`config.mk`:
```
export PLATFORM = sky130hd
export DESIGN_NAME = uart_receiver_flat
export DESIGN_NICKNAME = d
export VERILOG_FILES = /design/src/rtl/uart_receiver_if.sv /design/src/rtl/uart_receiver.sv /design/src/flat_wrapper.sv
export SDC_FILE = /design/constraint.sdc
export NUM_CORES = 1
export LEC_CHECK = 0
export ABC_AREA = 0
export BUFFER_PORTS_ARGS = -buffer_cell sky130_fd_sc_hd__buf_4
export CAP_MARGIN = 25
export CORE_MARGIN = 1
export CORE_UTILIZATION = 52
export DETAILED_ROUTE_END_ITERATION = 10
export PLACE_DENSITY = 0.73
export SETUP_SLACK_MARGIN = 0.05
export SYNTH_ARGS = -nofsm -noshare
export SYNTH_HDL_FRONTEND = slang
export SYNTH_SLANG_ARGS = --single-unit
```
`constraint.sdc`:
```
create_clock -name clk -period 2 [get_ports clk]
set_input_delay 0.3 -clock clk [delete_from_list [all_inputs] [get_ports clk]]
set_output_delay 0.3 -clock clk [all_outputs]
set_load 0.05 [all_outputs]
```
`src/rtl/uart_receiver_if.sv`:
```
// Serial input plus byte-output handshake for the UART receiver.
// The receiver takes the master view; the consumer/driver takes the slave view.
interface uart_receiver_if;
    logic       s_in;
    logic [7:0] data_out;
    logic       data_out_valid;
    logic       data_out_ready;

    modport master (
        input  s_in,
        input  data_out_ready,
        output data_out,
        output data_out_valid
    );

    modport slave (
        output s_in,
        output data_out_ready,
        input  data_out,
        input  data_out_valid
    );
endinterface

```
`src/rtl/uart_receiver.sv`:
```
// 8N1 UART receiver: synchronized serial input, mid-bit sampling, one-entry
// output register that newer bytes overwrite; reception never stalls.
module uart_receiver #(
    parameter int unsigned ClockFreq = 100_000_000,
    parameter int unsigned BaudRate  = 115_200
) (
    input  logic             clk,
    input  logic             rst,
    uart_receiver_if.master  rx_if
);
    localparam int unsigned BitTime    = ClockFreq / BaudRate;
    localparam int unsigned SampleTime = BitTime / 2;
    localparam int unsigned CntW       = (BitTime > 1) ? $clog2(BitTime) : 1;
    localparam logic [CntW-1:0] CntLast   = CntW'(BitTime - 1);
    localparam logic [CntW-1:0] CntSample = CntW'(SampleTime);

    localparam logic [1:0] IDLE  = 2'd0;
    localparam logic [1:0] START = 2'd1;
    localparam logic [1:0] DATA  = 2'd2;
    localparam logic [1:0] STOP  = 2'd3;

    logic [1:0]      sync_q, sync_d;
    logic [1:0]      state_q, state_d;
    logic [CntW-1:0] cnt_q, cnt_d;
    logic [2:0]      bit_q, bit_d;
    logic [7:0]      shift_q, shift_d;
    logic [7:0]      data_q, data_d;
    logic            valid_q, valid_d;
    logic            rx;
    logic            tick;

    assign rx   = sync_q[1];
    assign tick = (cnt_q == CntLast);

    always_comb begin
        sync_d  = {sync_q[0], rx_if.s_in};
        state_d = state_q;
        cnt_d   = cnt_q;
        bit_d   = bit_q;
        shift_d = shift_q;
        data_d  = data_q;
        valid_d = valid_q;

        // Consumer accept first; a byte completing this cycle overrides it below.
        if (valid_q && rx_if.data_out_ready)
            valid_d = 1'b0;

        case (state_q)
            IDLE: begin
                cnt_d = '0;
                if (!rx) begin
                    state_d = START;
                    cnt_d   = CntW'(1);
                end
            end
            START: begin
                cnt_d = cnt_q + CntW'(1);
                // Restarting here puts every later tick one bit-time on, i.e. mid-bit.
                if (cnt_q >= CntSample) begin
                    cnt_d   = '0;
                    bit_d   = '0;
                    state_d = rx ? IDLE : DATA;
                end
            end
            DATA: begin
                cnt_d = tick ? '0 : cnt_q + CntW'(1);
                if (tick) begin
                    shift_d = {rx, shift_q[7:1]};
                    bit_d   = bit_q + 3'd1;
                    if (bit_q == 3'd7)
                        state_d = STOP;
                end
            end
            STOP: begin
                cnt_d = tick ? '0 : cnt_q + CntW'(1);
                if (tick) begin
                    state_d = IDLE;
                    if (rx) begin
                        data_d  = shift_q;
                        valid_d = 1'b1;
                    end
                end
            end
            default: begin
                state_d = IDLE;
                cnt_d   = '0;
            end
        endcase
    end

    always_ff @(posedge clk or posedge rst) begin
        if (rst) begin
            sync_q  <= 2'b11;
            state_q <= IDLE;
            cnt_q   <= '0;
            bit_q   <= '0;
            shift_q <= '0;
            data_q  <= '0;
            valid_q <= 1'b0;
        end else begin
            sync_q  <= sync_d;
            state_q <= state_d;
            cnt_q   <= cnt_d;
            bit_q   <= bit_d;
            shift_q <= shift_d;
            data_q  <= data_d;
            valid_q <= valid_d;
        end
    end

    assign rx_if.data_out       = data_q;
    assign rx_if.data_out_valid = valid_q;
endmodule

```
`src/flat_wrapper.sv`:
```
// flat-port wrapper written by rule: the top's interface ports become plain ports
module uart_receiver_flat 
#(
    parameter int unsigned ClockFreq = 100_000_000,
    parameter int unsigned BaudRate  = 115_200
)
  (clk, rst, rx_if_s_in, rx_if_data_out_ready, rx_if_data_out, rx_if_data_out_valid);
  uart_receiver_if rx_if_i ();
  input  logic clk;
  input  logic rst;
  input wire logic [$bits(rx_if_i.s_in)-1:0] rx_if_s_in;
  input wire logic [$bits(rx_if_i.data_out_ready)-1:0] rx_if_data_out_ready;
  output wire logic [$bits(rx_if_i.data_out)-1:0] rx_if_data_out;
  output wire logic [$bits(rx_if_i.data_out_valid)-1:0] rx_if_data_out_valid;
  assign rx_if_i.s_in = rx_if_s_in;
  assign rx_if_i.data_out_ready = rx_if_data_out_ready;
  assign rx_if_data_out = rx_if_i.data_out;
  assign rx_if_data_out_valid = rx_if_i.data_out_valid;
  uart_receiver #(.ClockFreq(ClockFreq), .BaudRate(BaudRate)) u_core (.clk(clk), .rst(rst), .rx_if(rx_if_i));
endmodule
```
==> impl_results.md, run 1 <==
* I/O pins at 13
* Final Max Slew Viols at 0
* H-tree depth at 2
* R2r setup slk at -0.01 ns
* Area leader, netlist: dfrtp_1
* # rows at 19
* Final HPWL DP at 2040 µm
* Drt wl/cell at 14.6 µm
* Clock power frac at 32.9%
* Hold WC Path Type: in2async
* Total core area at 2830 µm²
* Share of cells above drive strength 1 at 39.9%
* CP arrival at 2.23 ns
* Clock Skews at 0.00646 ns
* Post-synth top area share at 50.1%
* Largest net degree at the start of global routing at 35
* Critical Path Sink Type: flip-flop
* Adder-Cell Fraction of Synth Area at 7.04%
* Syn nets at 141
* Unique masters post-synth at 36
* #FFs+latches synth at 34
* Largest family of logic cells by synthesized area: multiplexers
* Mean number of vias per cell at 5.40
* Worst-path cell chain: ha_2 > or4b_4 > nor4_4 > and3_4 > clkbuf_16 > mux2_4
* Vias in the first global route at 1,084
* Initial antenna violation count at 0
* R2r endpoint: u_core.rx_if.data_out[6]
* Reg area at 853 µm²
* Mapped Cells at 128
* Sequential power share at 65.4%
* DR pass1 iterations at 7
* Sw Ratio at 21.7%
* Ys Warns at 0
* Worst rel slew slack at 72.7%
* Final Wtd Congestion at 0.769
* DRT iter0 DRCs at 52
* Synth Area in Simple Gates at 11.8%
* Antenna cell count at 0
* Mean post-synth cell area at 12.5 µm²
* Count leader, synth: dfrtp_1
* Clock-pin slew of the registers on the worst-case setup and hold paths at 0.10 ns
* DIE AREA at 3300 µm²
* Synth area leaders: dfrtp_1 50%, mux2_2 11%, ha_1 7.0%
* Peak supply drop at 550 µV
* DRC violations left at 1
* Vias at 1,048
* Multi-input gate area at 764 µm²
* Startpoint types: flip-flop
* CP required at 2.22 ns
* RSZ-0062 raised after global routing: true
* PortBufs at 12
* All-Layer GR Usage at 20.1%
* FMAX at 497 MHz
* DP Area at 1830 µm²
* Clk Latency, worst-skew pair at 0.33 ns
* Worst-Margin Slew at 0.410 ns
* Slowest-stage cell, CP: or4b_4
* Cell depth of the worst flop-to-flop path at 6
* Asr flop ratio synth at 100%
* Gr ovfl total at 0
* Combinational group share of total power at 1.8%
* R2R Path Start: u_core.cnt_q[0]
* Nets at 175
* Max incr delay on CP at 0.50 ns
* Post-synthesis sequential area ratio at 53.4%
* Final setup margin at -0.0104 ns
* CTS max path bufs at 2
* CTS hold repair buffers at 0
* Post-synthesis xor/xnor area fraction at 4.38%
* Int Pwr at 0.000830 W
* Worst Setup EP: u_core.rx_if.data_out[6]
* Crit path from: u_core.cnt_q[0]
* Mux share of post-synthesis cell area at 11.9%
* Synth top cells by count: 32 x dfrtp_1, 16 x mux2_2, 14 x nor2_1
* Global-route wire length before repair at 4910 µm
* Critical Path Fanout Max at 4
* Syn-to-layout area delta at 24.2%
* Maxcap violations at 0
* Fin. Hold Viols at 0
* Setup-failing EPs final at 1
* Setup TNS at -0.0104 ns
* Post-synth EDFFs at 0
* Post-synthesis compound-gate area fraction at 8.61%
* Post-route minimum period at 2.01 ns
* Critical path type: reg2reg
* Leakage at 1.00 nW
* Most used DFF post-synth: dfrtp_1
* Total clock sinks at 34
* TritonCTS Buffers at 5
* Layout fillers at 201
* Net Switching at 0.000230 W
* Initial core utilization at 56.5%
* Mapped Area at 1600 µm²
* Failing checks: design-rule violations, negative setup slack
* DRT antenna net count at 0
* Tcrit/Tclk final at 101%
* Root Buffer: clkbuf_4
* Outcome: finished with violations
* Die W at 57.5 µm
* Die H at 57.5 µm
* Post-Route WL at 2820 µm
* CTS tree: built
* Power per Cell Area at 534 nW/µm²
* Fin area at 1990 µm²
power by group through the flow:
stage                     sequential, W  combinational [W]  clock [W]
final                          0.000693          0.0000187   0.000348
after global routing           0.000693          0.0000222   0.000387
after CTS                      0.000693          0.0000197   0.000369
after detailed placement       0.000706          0.0000198          0
after global placement         0.000706          0.0000193          0
after floorplan                0.000705          0.0000105          0
worst min path at each step:
stage / to / cells past startpoint
6_report: u_core.rx_if.data_out[3] / 3
5_1_grt: u_core.sync_q[0] / 1
4_1_cts: u_core.shift_q[3] / 3
3_5_place_dp: u_core.sync_q[1] / 0
3_3_place_gp: u_core.sync_q[1] / 0
2_1_floorplan: u_core.sync_q[0] / 0
worst max-delay path, delay by kind of cell (launching register included):
family	cells	cell delay, ns
buffers and inverters	1	0.14
adder cells (fa/ha/maj)	1	0.18
multiplexers	1	0.29
flip-flops	1	0.37
AND/OR/NAND/NOR	3	0.92
what timing repair did:
action                                  CTS  global route
endpoints found under the setup margin   14            18
cloned                                    0             1
hold endpoints to repair                  0             0
resized for setup                         4             9
setup buffers                             1             2
pin swaps                                 0             1
stage by stage:
stage | std cells | utilization [%] | setup WS, ns | hold WS (ns) | power (W)
floorplan | 128 | - | -0.0612 | 0.304 | 0.000716
global placement | 183 | 64.8 | 0.0332 | 0.347 | 0.000725
detailed placement | 183 | 64.8 | -0.0201 | 0.348 | 0.000725
CTS | 192 | 67.6 | -0.0231 | 0.0395 | 0.00108
global route | 194 | 70.2 | -0.0657 | 0.0501 | 0.00110
finish | 194 | 70.2 | -0.0104 | 0.0479 | 0.00106
cell usage in the layout, fill, tap and decap left out, types with 2 or more instances in the layout:
cell type and count:
buf_4 27, clkbuf_4 5, clkinv_2 2, dfrtp_1 32, dfstp_2 2, ha_1 8, inv_1 8, mux2_2 8
mux2_4 8, nand2_1 7, nand3_1 4, nor2_1 14, nor3_1 2, xnor2_1 6, xor2_1 2
per-layer routing:
layer  track usage (%)  wire [µm]  vias up
met4              10.5         50        0
li1                  -          -      517
met3              6.58        109        4
met5                 0          0        -
met1              25.1       1270      510
met2              31.1       1390       17
cells by family (layout without fill, tap and decap cells):
kind of cell / count (synthesis) / in the layout
AO/OA/AOI/OAI: 14 / 14
AND/OR/NAND/NOR: 36 / 36
XOR/XNOR: 8 / 8
adder cells (fa/ha/maj): 9 / 9
flip-flops: 34 / 34
buffers and inverters: 10 / 45
multiplexers: 17 / 17
state kept, by name, summed over array words and instances (netlist names), named ones only:
| name | cells |
|---|---|
| u_core.rx_if.data_out | 8 |
| u_core.shift_q | 8 |
| u_core.sync_q | 2 |
| u_core.bit_q | 3 |
| u_core.state_q | 1 |
| u_core.rx_if.data_out_valid | 1 |
| u_core.cnt_q | 10 |
area by class of cell:
type / instances / share of cell area [%]
flip-flops and latches: 34 / 43.0
well taps: 31 / 1.95
multi-input cells: 84 / 38.5
clock inverters: 2 / 0.504
repair buffers: 29 / 12.5
inverters: 8 / 1.51
clock buffers: 6 / 2.08
Note: power is estimated with default switching activity, not from simulation.
==> inputs of run 2 (changes only) <==
--- a/config.mk
+++ b/config.mk
@@ -13,6 +13,7 @@
 export DETAILED_ROUTE_END_ITERATION = 10
 export PLACE_DENSITY = 0.73
 export SETUP_SLACK_MARGIN = 0.05
+export SKIP_CTS_REPAIR_TIMING = 1
 export SYNTH_ARGS = -nofsm -noshare
 export SYNTH_HDL_FRONTEND = slang
 export SYNTH_SLANG_ARGS = --single-unit
==> run 2 against run 1 <==
The flow still finishes with violations (design-rule violations, negative setup slack). Global-route usage fell by 0.68 points. Power rose by 0.34%. Clock skew rose by 0.0013 ns. Maximum frequency rose by 0.30%. Register-to-register slack barely moved. Hold slack got worse by 0.0016 ns. Non-clock buffer count fell by 3. Sequential power barely moved. Cell area fell by 3.2%. First-iteration DRC count fell by 56%. Clock-buffer cell count did not move. Critical path depth did not move.
==> impl_results.md, run 2 (synthesis results as in run 1) <==
* Final Max Slew Viols at 0
* R2r endpoint: u_core.rx_if.data_out[5]
* Peak supply drop at 513 µV
* CTS max path bufs at 2
* Reg area at 853 µm²
* Tcrit/Tclk final at 100%
* DRT iter0 DRCs at 23
* Final HPWL DP at 2040 µm
* Cell depth of the worst flop-to-flop path at 6
* I/O pins at 13
* Critical path type: reg2reg
* Vias at 1,052
* Met3 Usage GRT at 6.58%
* Final Wtd Congestion at 0.769
* TritonCTS Buffers at 5
* Root Buffer: clkbuf_4
* DRT antenna net count at 0
* Gr busiest metal: met2
* Clk Latency, worst-skew pair at 0.33 ns
* Leakage at 0.977 nW
* Die W at 57.5 µm
* Fin cells at 191
* FMAX at 499 MHz
* Power per Cell Area at 553 nW/µm²
* Startpoint types: flip-flop
* Met1 capacity usage during global routing at 24.2%
* Max reg flops at 10
* DRC violations left at 1
* Total Power at 0.00106 W
* Slowest-stage cell, CP: or4b_4
* Post-Route WL at 2760 µm
* Worst Setup EP: u_core.rx_if.data_out[5]
* Syn-to-layout area delta at 20.3%
* DR pass1 iterations at 7
* R2R Path Start: u_core.cnt_q[0]
* Critical Path Sink Type: flip-flop
* Layout fillers at 215
* Share of cells above drive strength 1 at 38.8%
* Crit path from: u_core.cnt_q[0]
* Setup TNS at -0.00808 ns
* Mean number of vias per cell at 5.51
* Failing checks: design-rule violations, negative setup slack
* DIE AREA at 3300 µm²
* CP arrival at 2.23 ns
* All-Layer GR Usage at 19.4%
* Clock Skews at 0.00772 ns
* Maxcap violations at 0
* Most common cell after layout, fill and taps aside: dfrtp_1
* Gr ovfl total at 0
* CTS tree: built
* Global-route wire length before repair at 4840 µm
* Commonest cells after routing, fill and taps aside: 32 x dfrtp_1, 25 x buf_4, 14 x nor2_1, 14 x mux2_2
* Critical Path Fanout Max at 9
* Outcome: finished with violations
* Multi-input gate area at 742 µm²
* Antenna cell count at 0
* Clock-pin slew of the registers on the worst-case setup and hold paths at 0.10 ns
* Top reg by flops: u_core.cnt_q
* Placed insts at 183
* Die H at 57.5 µm
* Largest net degree at the start of global routing at 35
* Nets at 172
* Max incr delay on CP at 0.50 ns
* Met2 Use GR at 30.7%
* Hold WC Path Type: in2async
* R2r setup slk at -0.004 ns
* Initial antenna violation count at 0
* Vias in the first global route at 1,088
* CP required at 2.22 ns
* Fin. Hold Viols at 0
* Worst-Margin Slew at 0.419 ns
* Hold_ws at 0.0463 ns
* Worst rel slew slack at 72.1%
* Post-route minimum period at 2.00 ns
* Worst-path cell chain: ha_2 > or4b_4 > nor4_4 > and3_4 > buf_12 > mux2_2
* Post-Place Worst Slack at -0.0201 ns
* Final setup margin at -0.00434 ns
* Initial core utilization at 56.5%
* # rows at 19
* Total clock sinks at 34
* RSZ-0062 raised after global routing: true
* Drt wl/cell at 14.5 µm
* PortBufs at 12
* Setup-failing EPs final at 2
* H-tree depth at 2
* Total core area at 2830 µm²
[run 2: changes by cell type in the layout (fill, tap and decap cells not counted)]
| cell | previous run | this run |
|---|---|---|
| mux2_2 | 8 | 14 |
| mux2_4 | 8 | 2 |
| buf_4 | 27 | 25 |
| clkbuf_16 | 1 | 0 |
[run 2: where the power goes]
group,internal [W],switching (W),total (W)
combinational,0.00000527,0.0000137,0.0000190
clock,0.000134,0.000218,0.000352
sequential,0.000691,0.00000196,0.000693
[run 2: critical path, delay by kind of cell, from the launching register on]
kind / cells / cell delay (ns)
mux: 1 / 0.33
flops: 1 / 0.37
fa+ha+maj: 1 / 0.18
simple gates: 3 / 0.90
buf+inv: 1 / 0.12
[run 2: how the worst min path moves through the flow]
stage | from | to
after global placement | u_core.sync_q[0] | u_core.sync_q[1]
final | rst | u_core.rx_if.data_out_valid
after global routing | rx_if_s_in | u_core.sync_q[0]
after detailed placement | u_core.sync_q[0] | u_core.sync_q[1]
after CTS | rst | u_core.shift_q[3]
after floorplan | rx_if_s_in | u_core.sync_q[0]
[run 2: layout make-up]
| class | count | share of cell area [%] |
|---|---|---|
| clock buffers | 6 | 2.15 |
| well taps | 31 | 2.02 |
| clock inverters | 2 | 0.520 |
| multi-input cells | 84 | 38.6 |
| repair buffers | 26 | 10.8 |
| inverters | 8 | 1.56 |
| flip-flops and latches | 34 | 44.4 |
[run 2: per-stage QoR]
stage          area, µm²  utilization (%)
2_1_floorplan       1600                -
3_3_place_gp        1830             64.8
3_5_place_dp        1830             64.8
4_1_cts             1880             66.6
5_1_grt             1920             68.0
6_report            1920             68.0
[run 2: per-layer routing]
metal,vias to the layer above,wire (µm)
li1,513,-
met1,519,1280
met2,14,1320
met4,0,61
met5,-,0
met3,6,98
